--- src/rtl/tile_renderer.sv ---
// -----------------------------------------------------------------------------
// tile_renderer
//
// Purpose:
//   Two-stage pixel pipeline that draws a 4x4 game board of tiles on a VGA
//   raster. Stage 1 decodes the beam position into a tile column/row and a
//   local coordinate inside the tile. It drives the glyph renderer from these
//   values. Stage 2 merges the returned glyph pixel with the tile colour and
//   registers the final rgb.
//   The board is snapshotted once per frame, so a frame never tears mid-way.
//   A newly spawned tile blinks white for 31 frames.
//
// Ports:
//   clk, rst_n               pixel clock, asynchronous active-low reset
//   hpos, vpos               current beam coordinates (10 bit)
//   display_on, hsync_in,
//   vsync_in                 timing from the VGA generator
//   board                    16 cells x 4-bit exponent index, cell = row*4+col
//   spawn_valid, spawn_cell  one-cycle pulse marking a newly spawned tile
//   glyph_index/x/y          request to the glyph renderer (stage 1)
//   glyph_pixel              combinational glyph bit for that request
//   rgb                      {R[1:0],G[1:0],B[1:0]}, 2 cycles after hpos/vpos
//   hsync, vsync             sync inputs delayed by 2 cycles
// -----------------------------------------------------------------------------
module tile_renderer #(
  parameter int X0 = 168,
  parameter int Y0 = 88
) (
  input  logic        clk,
  input  logic        rst_n,
  input  logic [9:0]  hpos,
  input  logic [9:0]  vpos,
  input  logic        display_on,
  input  logic        hsync_in,
  input  logic        vsync_in,
  input  logic [63:0] board,
  input  logic        spawn_valid,
  input  logic [3:0]  spawn_cell,
  output logic [3:0]  glyph_index,
  output logic [5:0]  glyph_x,
  output logic [5:0]  glyph_y,
  input  logic        glyph_pixel,
  output logic [5:0]  rgb,
  output logic        hsync,
  output logic        vsync
);

  localparam logic [9:0] X_ORG = 10'(X0);
  localparam logic [9:0] Y_ORG = 10'(Y0);

  // Decodes one axis into {in_board, in_tile, index[1:0], local[5:0]}.
  // The tile index comes from comparing against the pitch boundaries, so no
  // divider is needed. A position left of or above the origin wraps to a large
  // unsigned offset and falls outside the board.
  function automatic logic [9:0] axis_decode(input logic [9:0] pos,
                                             input logic [9:0] org);
    logic [9:0] d;
    logic [9:0] base;
    logic [9:0] off;
    logic [1:0] idx;
    logic [5:0] loc;
    d = pos - org;
    if (d < 10'd72) begin
      idx  = 2'd0;
      base = 10'd0;
    end else if (d < 10'd144) begin
      idx  = 2'd1;
      base = 10'd72;
    end else if (d < 10'd216) begin
      idx  = 2'd2;
      base = 10'd144;
    end else begin
      idx  = 2'd3;
      base = 10'd216;
    end
    off = d - base;
    // local coordinate = off - 8, kept modulo 64 (valid when inside a tile)
    loc = off[5:0] - 6'd8;
    return {(pos >= org) && (d <= 10'd295),
            (off >= 10'd8) && (off <= 10'd71),
            idx, loc};
  endfunction

  logic [9:0] h_dec;
  logic [9:0] v_dec;
  logic       frame_strobe;

  assign h_dec        = axis_decode(hpos, X_ORG);
  assign v_dec        = axis_decode(vpos, Y_ORG);
  assign frame_strobe = (vpos == 10'd480) && (hpos == 10'd0);

  // ---------------------------------------------------------------- stage 1
  logic [1:0] s1_col;
  logic [1:0] s1_row;
  logic [5:0] s1_lx;
  logic [5:0] s1_ly;
  logic       s1_in_tile;
  logic       s1_in_board;
  logic       s1_de;
  logic       s1_hs;
  logic       s1_vs;

  always_ff @(posedge clk or negedge rst_n) begin
    if (!rst_n) begin
      s1_col      <= 2'd0;
      s1_row      <= 2'd0;
      s1_lx       <= 6'd0;
      s1_ly       <= 6'd0;
      s1_in_tile  <= 1'b0;
      s1_in_board <= 1'b0;
      s1_de       <= 1'b0;
      s1_hs       <= 1'b0;
      s1_vs       <= 1'b0;
    end else begin
      s1_col      <= h_dec[7:6];
      s1_row      <= v_dec[7:6];
      s1_lx       <= h_dec[5:0];
      s1_ly       <= v_dec[5:0];
      s1_in_board <= h_dec[9] & v_dec[9];
      s1_in_tile  <= h_dec[9] & v_dec[9] & h_dec[8] & v_dec[8];
      s1_de       <= display_on;
      s1_hs       <= hsync_in;
      s1_vs       <= vsync_in;
    end
  end

  // ------------------------------------------------- snapshot and highlight
  logic [63:0] board_snap;
  logic [3:0]  hl_cell;
  logic [4:0]  hl_cnt;

  always_ff @(posedge clk or negedge rst_n) begin
    if (!rst_n) begin
      board_snap <= 64'd0;
    end else if (frame_strobe) begin
      board_snap <= board;
    end
  end

  // A spawn has priority over the frame decrement. It also restarts a running
  // highlight on the new cell.
  always_ff @(posedge clk or negedge rst_n) begin
    if (!rst_n) begin
      hl_cell <= 4'd0;
      hl_cnt  <= 5'd0;
    end else if (spawn_valid) begin
      hl_cell <= spawn_cell;
      hl_cnt  <= 5'd31;
    end else if (frame_strobe && (hl_cnt != 5'd0)) begin
      hl_cnt <= hl_cnt - 5'd1;
    end
  end

  // ------------------------------------------------------ glyph interface
  logic [3:0] tile_cell;
  logic [3:0] snap_val;

  assign tile_cell   = {s1_row, s1_col};
  assign snap_val    = board_snap[{tile_cell, 2'b00} +: 4];
  assign glyph_index = s1_in_tile ? snap_val : 4'd0;
  assign glyph_x     = s1_lx;
  assign glyph_y     = s1_ly;

  // ---------------------------------------------------------------- stage 2
  logic       hl_on;
  logic [5:0] tile_rgb;
  logic [5:0] rgb_next;

  // Blink: lit on frames where bit 2 of the countdown is set (8-frame period).
  assign hl_on = (hl_cnt != 5'd0) && hl_cnt[2];

  always_comb begin
    tile_rgb = 6'b110011;
    if (glyph_index <= 4'd2) begin
      tile_rgb = 6'b111110;
    end else if (glyph_index <= 4'd4) begin
      tile_rgb = 6'b111000;
    end else if (glyph_index <= 4'd6) begin
      tile_rgb = 6'b110000;
    end else if (glyph_index <= 4'd11) begin
      tile_rgb = 6'b111100;
    end
  end

  always_comb begin
    rgb_next = 6'b000000;
    if (!s1_de || !s1_in_board) begin
      rgb_next = 6'b000000;
    end else if (!s1_in_tile) begin
      rgb_next = 6'b010101;
    end else if (hl_on && (tile_cell == hl_cell)) begin
      rgb_next = glyph_pixel ? 6'b000000 : 6'b111111;
    end else if (glyph_index == 4'd0) begin
      rgb_next = 6'b101010;
    end else if (glyph_pixel) begin
      rgb_next = (glyph_index <= 4'd2) ? 6'b000000 : 6'b111111;
    end else begin
      rgb_next = tile_rgb;
    end
  end

  always_ff @(posedge clk or negedge rst_n) begin
    if (!rst_n) begin
      rgb   <= 6'b000000;
      hsync <= 1'b0;
      vsync <= 1'b0;
    end else begin
      rgb   <= rgb_next;
      hsync <= s1_hs;
      vsync <= s1_vs;
    end
  end

endmodule

--- config.mk ---
export PLATFORM = sky130hd
export DESIGN_NAME = tile_renderer
export DESIGN_NICKNAME = d
export VERILOG_FILES = /design/src/rtl/tile_renderer.sv
export SDC_FILE = /design/constraint.sdc
export NUM_CORES = 1
export LEC_CHECK = 0
export CORE_ASPECT_RATIO = 0.8
export CORE_MARGIN = 5
export CORE_UTILIZATION = 55
export CTS_BUF_LIST = sky130_fd_sc_hd__clkbuf_16
export DETAILED_ROUTE_END_ITERATION = 7
export PLACE_DENSITY = 0.87
export SYNTH_ARGS = -nofsm -noshare
export SYNTH_HDL_FRONTEND = slang
export SYNTH_SLANG_ARGS = --single-unit
--- constraint.sdc ---
create_clock -name clk -period 3.5 [get_ports clk]
set_input_delay 0.7 -clock clk [delete_from_list [all_inputs] [get_ports clk]]
set_output_delay 0.7 -clock clk [all_outputs]
set_load 0.005 [all_outputs]
==> flow_summary.yaml, run 1 <==
yosys:
  synth_area_sq_mm: 0.005246
  ys_seq_area_share_pct: 48.65
  async_flop_share_pct: 100.0
  synth_edf_count: 0
  synth_seq_cells: 102
  synth_cells: 412
  yosysWarningCount: 0
  syn_nets: 525
  post_synth_num_cell_types: 58
  synth_flop_cell: "dfrtp_1"
  synth_area_per_cell_sq_um: 12.73
route:
  drt_iter0_markers: 366
  vias: 4581
  antenna_left: 0
  avgRoutedWirePerCell_um: 23.91
  wl_um: 17810
  dr.pass1.iters: 5
  vias_per_cell: 6.149
  drc_errors: 0
global_route:
  track_usage_pct: 27.56
  grt_start_max_net_pins: 77
  grt_pass1_vias: 4787
  grt_overflow: 0
  grt_antenna_before_repair: 0
  grt_pass1_wl_um: 25110
finish:
  area_delta_synth_final_pct: 50.37
  final_common_cell: "clkdlybuf4s50_1"
  diodes: 0
  mostFrequentLayoutCells: "110 x clkdlybuf4s50_1, 101 x dfrtp_1, 92 x buf_4, 60 x mux2_2, 16 x inv_1"
  fin_nets: 739
  drive_above_1_share_pct: 37.62
  instances_no_fill: 745
  final_cell_area_sq_mm: 0.007889
worst_setup_path:
  path_cells: "dlygate4sd2_1 > inv_2 > ha_2 > nor2b_4 > o21ai_1 > nor2b_1 > xnor2_1 > nand2b_1 > a221o_1 > ha_2 > fa_2 > a21oi_1 > nor2_1 > a22oi_1 > nand4_1 > a2111oi_2"
  critPathMaxStageDelay_ns: 0.37
  path_depth: 16
  critical_path.startpoint: "hpos[3]"
  reg2reg_slack_ns: 0.89
  rr_endpoint: "rgb[2]$_DFF_PN0_"
  crit_slowest_cell: "fa_2"
  cp_data_arrival_time_ns: 3.98
  crit_path_start_kind: "primary input"
  crit_end: "s1_in_tile$_DFF_PN0_"
  required_ns: 3.74
  crit_buf_inv: 2
  cpLargestDelayFamily: "compound AO/OA/AOI/OAI gates"
  critPathKind: "in -> reg"
  end_kind: "register"
  crit_fanout: 3
  worstRegToRegCells: 7
  r2r_start: "s1_col[0]$_DFF_PN0_"
  cpMostUsedCell: "ha_2"
timing:
  period_minus_slack_ns: 3.739
  period_share_pct: 106.8
  rsz0062_at_grt: "yes"
  setup-violations-final: 4
  slew_violations: 0
  clock.fmax_mhz: 267.4
  worst_pin_slew_ns: 0.9304
  hold_violations: 0
  slew_headroom_pct: 37.98
  worst_slack_ns: -0.2393
  fin_skew_ns: 0.01038
floorplan:
  die-height_um: 97.36
  core-area_sq_mm: 0.009193
  die_area_sq_mm: 0.01160
  start_util_pct: 57.07
  num_rows: 31
  pin_count: 119
  die_w_um: 119.2
clocking:
  cts_buffers: 9
  cts_root_buffer: "clkbuf_16"
  path_clk_slew_ns: 0.07
  holdBufCountCts: 0
  clk_path_buf_depth: 2
  clock_latency_ns: 0.35
  cts.sinks: 102
  h-tree-depth: 3
  cts_tree: "yes"
pwr:
  power_density_mw_per_mm2: 408.7
  irDropWorstVdd_uv: 255.8
  leakagePower_uw: 0.003706
placed_design:
  placed_cell_area_sq_mm: 0.006914
  dp.final_hpwl_um: 9856
  place_inst: 684
  gp_congestion: 0.9159
  io_buffers: 118
job:
  maxCapViolCount: 0
worst_hold_path:
  hold_path_class: "reg -> reg"
outcome:
  violations: "negative setup slack"
  status: "finished, violations left"
-- worst register-to-register path, stage by stage (launching register included) --
cell	delay, ns
dfrtp_2	0.56
buf_4	0.20
mux4_2	0.53
mux2i_1	0.29
o22ai_2	0.21
nand3b_1	0.22
o31ai_2	0.35
a211oi_1	0.10
-- power by group --
part	internal (uW)	switching, uW	leakage (uW)
Sequential	1220	38.8	0.00133
Clock	696	467	0.000161
Combinational	439	363	0.00221
-- synth_stat cells (all sizes together), types with 2 or more instances --
| cell type | instances | area, sq um |
|---|---|---|
| mux2 | 69 | 777.0 |
| mux4 | 13 | 292.8 |
| dfrtp | 102 | 2552 |
| nand4 | 5 | 31.28 |
| ha | 16 | 200.2 |
| nand3b | 2 | 15.01 |
| a31oi | 2 | 12.51 |
| a211oi | 7 | 52.55 |
| nand2 | 13 | 48.80 |
| and2 | 5 | 31.28 |
| nand2b | 9 | 56.30 |
| o211ai | 6 | 45.04 |
| xor2 | 13 | 113.9 |
| nor4 | 2 | 18.77 |
| and3 | 2 | 12.51 |
| mux2i | 11 | 110.1 |
| buf | 10 | 62.56 |
| nand3 | 7 | 35.03 |
| nor3 | 7 | 45.04 |
| clkbuf | 5 | 18.77 |
| xnor2 | 13 | 113.9 |
| a211o | 3 | 26.28 |
| nor2 | 11 | 41.29 |
| inv | 22 | 82.58 |
| o21bai | 4 | 30.03 |
| a21o | 5 | 37.54 |
| o21ai | 7 | 35.03 |
| nor2b | 4 | 25.02 |
| a21oi | 12 | 60.06 |
| a221oi | 2 | 17.52 |
| fa | 2 | 40.04 |
-- worst min-delay path by stage --
stage	start	endpoint	slack, ns	cells past startpoint
floorplan	s1_hs$_DFF_PN0_	hsync$_DFF_PN0_	0.33	0
global placement	s1_hs$_DFF_PN0_	hsync$_DFF_PN0_	0.34	0
detailed placement	s1_vs$_DFF_PN0_	vsync$_DFF_PN0_	0.34	0
CTS	s1_vs$_DFF_PN0_	vsync$_DFF_PN0_	0.35	0
global route	s1_hs$_DFF_PN0_	hsync$_DFF_PN0_	0.36	0
finish	s1_vs$_DFF_PN0_	vsync$_DFF_PN0_	0.36	0
-- per-layer routing --
layer | vias to the layer above | track usage, % | wire, um
met3 | 92 | 5.821 | 1123
li1 | 1923 | - | -
met2 | 258 | 46.42 | 8777
met1 | 2308 | 34.36 | 6919
met5 | - | 0 | 0
met4 | 0 | 11.84 | 990
-- metrics by stage --
step                setup TNS [ns]  hold WS, ns  setup WS [ns]  utilization, %  total power [uW]
floorplan                        0       0.3312        0.01161               -              1509
global placement           -0.8390       0.3356        -0.5169           75.21              1845
detailed placement          -1.839       0.3372        -0.7878           75.21              1871
CTS                              0       0.3524        0.03284           82.84              3083
global route               -0.9081       0.3592        -0.4052           85.82              3325
finish                     -0.3220       0.3566        -0.2393           85.82              3224
-- cells by family (layout without fill, tap and decap cells) --
group / count (synthesis) / count (layout) / synth area share, %
and+or+nand+nor: 75 / 75 / 8.133
DFF: 102 / 102 / 48.65
adders and majority gates: 18 / 18 / 4.579
xor gates and xnor gates: 27 / 27 / 4.770
buffers and inverters: 37 / 255 / 3.124
muxes: 93 / 93 / 22.49
AOI/OAI and AO/OA: 60 / 60 / 8.252
-- layout make-up --
cell class | count | area [sq um]
well taps | 115 | 143.9
multi-input cells | 273 | 2774
inverters | 22 | 82.58
clock inverters | 6 | 111.4
clock buffers | 9 | 225.2
flip-flops and latches | 102 | 2554
repair buffers | 218 | 1998
fillers | 433 | 1304
-- sequential cells by signal, indices dropped and copies added, names as in the netlist --
register	count
s1_row	2
hl_cnt	5
s1_in_tile	1
vsync	1
s1_col	2
s1_in_board	1
hsync	1
hl_cell	4
s1_de	1
rgb	6
glyph_x	6
s1_hs	1
s1_vs	1
board_snap	64
glyph_y	6
-- repair_timing --
action                     4_1_cts  5_1_grt
cloned                           1        2
setup endpoints to repair        5       73
resized for setup               28       41
pin swaps                       13       23
buffers inserted                33       10
No activity file was read; power rests on OpenSTA's default activity.
==> run 2: changes to the inputs <==
CAP_MARGIN = 20   (was unset)
==> results of run 2 <==
Final layout, timing and power as in run 1 (identical DEF).
==> run 3: changes to the inputs <==
clock period = 4.4 ns   (was 3.5 ns; I/O delays follow)
==> run 3 against run 2 <==
The flow now finishes without violations. First-iteration DRC count fell by 15%. Routed wire length shrank 30%. Hold slack worse by 0.0043 ns. Highest routed layer unchanged. Total power down 30%. Non-clock buffer count fell by 86. Critical path type unchanged. Clock skew shrank 0.0059 ns. Die area unchanged. Critical path depth is the same. Critical endpoint unchanged. Utilization decreased by 10 points. Sequential power fell by 21%. Via count fell by 18%.
==> flow_summary.yaml, run 3 (synthesized netlist as in run 1, its figures left out) <==
timing:
  rsz0062_at_grt: "no"
  clock.fmax_mhz: 241.5
  period_share_pct: 94.11
  slew_headroom_pct: 35.72
  setup-violations-final: 0
  slew_violations: 0
  holdWs_ns: 0.3523
  worst_pin_slew_ns: 0.9641
  hold_violations: 0
  tns_ns: 0
  fin_skew_ns: 0.004481
  period_minus_slack_ns: 4.141
pwr:
  irDropWorstVdd_uv: 196.7
  power_uw: 2265
  leakagePower_uw: 0.003194
  power_density_mw_per_mm2: 326.6
clocking:
  path_clk_slew_ns: 0.07
  holdBufCountCts: 0
  h-tree-depth: 3
  post_cts_buffers: 0
  post_cts_resized: 0
  cts_root_buffer: "clkbuf_16"
  cts.sinks: 102
  clock_latency_ns: 0.35
  clk_path_buf_depth: 2
  cts_buffers: 9
  cts_tree: "yes"
global_route:
  grt_overflow: 0
  track_usage_pct: 22.38
  grt_antenna_before_repair: 0
  grt_pass1_wl_um: 20580
  grt_start_max_net_pins: 77
  grt_pass1_vias: 4033
route:
  antenna_left: 0
  vias: 3777
  vias_per_cell: 5.723
  dr.pass1.iters: 4
  wl_um: 12400
  drc_errors: 0
  drt_iter0_markers: 312
  avgRoutedWirePerCell_um: 18.79
worst_setup_path:
  crit_fanout: 4
  cp_data_arrival_time_ns: 4.35
  reg2reg_slack_ns: 1.84
  rr_endpoint: "rgb[2]$_DFF_PN0_"
  worstRegToRegCells: 6
  r2r_start: "s1_col[1]$_DFF_PN0_"
  crit_end: "s1_in_tile$_DFF_PN0_"
  end_kind: "register"
  crit_path_start_kind: "primary input"
  critical_path.startpoint: "vpos[4]"
  critPathKind: "in -> reg"
  required_ns: 4.61
finish:
  final_common_cell: "clkdlybuf4s50_1"
  fillers: 586
  final_cell_area_sq_mm: 0.006933
  multi_input_area_sq_mm: 0.002542
  mostFrequentLayoutCells: "117 x clkdlybuf4s50_1, 102 x dfrtp_1, 60 x mux2_2, 22 x inv_1, 16 x ha_1"
  largest_register: "board_snap"
  final_core_util_pct: 75.42
  diodes: 0
  largest_register_ffs: 64
  fin_nets: 653
  regArea_sq_mm: 0.002552
  area_delta_synth_final_pct: 32.15
  drive_above_1_share_pct: 20.55
floorplan:
  num_rows: 31
  core-area_sq_mm: 0.009193
  die_area_sq_mm: 0.01160
  start_util_pct: 57.07
  die_w_um: 119.2
  die-height_um: 97.36
  pin_count: 119
placed_design:
  gp_congestion: 0.8428
  io_buffers: 118
  dp.final_hpwl_um: 9261
  placed_cell_area_sq_mm: 0.006610
outcome:
  status: "completed"
worst_hold_path:
  hold_path_class: "reg -> reg"
job:
  maxCapViolCount: 0
-- run 3: power breakdown --
part / total [uW] / switching [uW] / internal (uW)
combinational: 418 / 190 / 228
clock: 852 / 355 / 497
sequential: 995 / 23.7 / 971
total: 2260 / 569 / 1700
-- run 3: layout make-up --
cell class / count / area share, %
clock buffer: 9 / 3.249
tap: 115 / 2.075
timing repair buffer: 132 / 18.70
inverter: 22 / 1.191
multi-input combinational: 273 / 36.67
clock inverter: 7 / 1.299
sequential: 102 / 36.82
-- run 3: how the worst min path moves through the flow --
stage                          from         endpoint  slack, ns  depth (start not counted)
CTS                 s1_vs$_DFF_PN0_  vsync$_DFF_PN0_       0.35                          0
global placement    s1_hs$_DFF_PN0_  hsync$_DFF_PN0_       0.33                          0
detailed placement  s1_vs$_DFF_PN0_  vsync$_DFF_PN0_       0.34                          0
floorplan           s1_hs$_DFF_PN0_  hsync$_DFF_PN0_       0.33                          0
finish              s1_hs$_DFF_PN0_  hsync$_DFF_PN0_       0.35                          0
global route        s1_hs$_DFF_PN0_  hsync$_DFF_PN0_       0.36                          0
-- run 3: layer usage --
layer,vias up,share of wire [%],GRT usage [%]
li1,1759,-,-
met3,15,5.8,6.577
met2,116,49,37.26
met4,0,1.2,5.076
met1,1887,44,29.05
met5,-,0,0
-- run 3: stage by stage --
stage          setup WS [ns]  std cells
6_report              0.2589        660
5_1_grt              0.02182        660
4_1_cts               0.2389        660
3_5_place_dp         -0.1144        644
3_3_place_gp          0.1445        644
2_1_floorplan         0.6570        412
-- run 3: critical path: stages --
cell and delay (ns):
clkdlybuf4s50_1 0.44, ha_1 0.21, o21ai_1 0.21, xnor2_1 0.16, a21oi_1 0.16, o21ai_0 0.12, a221oi_2 0.31, inv_1 0.09
ha_1 0.18, inv_1 0.09, fa_1 0.42, inv_1 0.11, nand3_1 0.13, a22oi_1 0.27, nand4_1 0.15, a2111oi_1 0.42
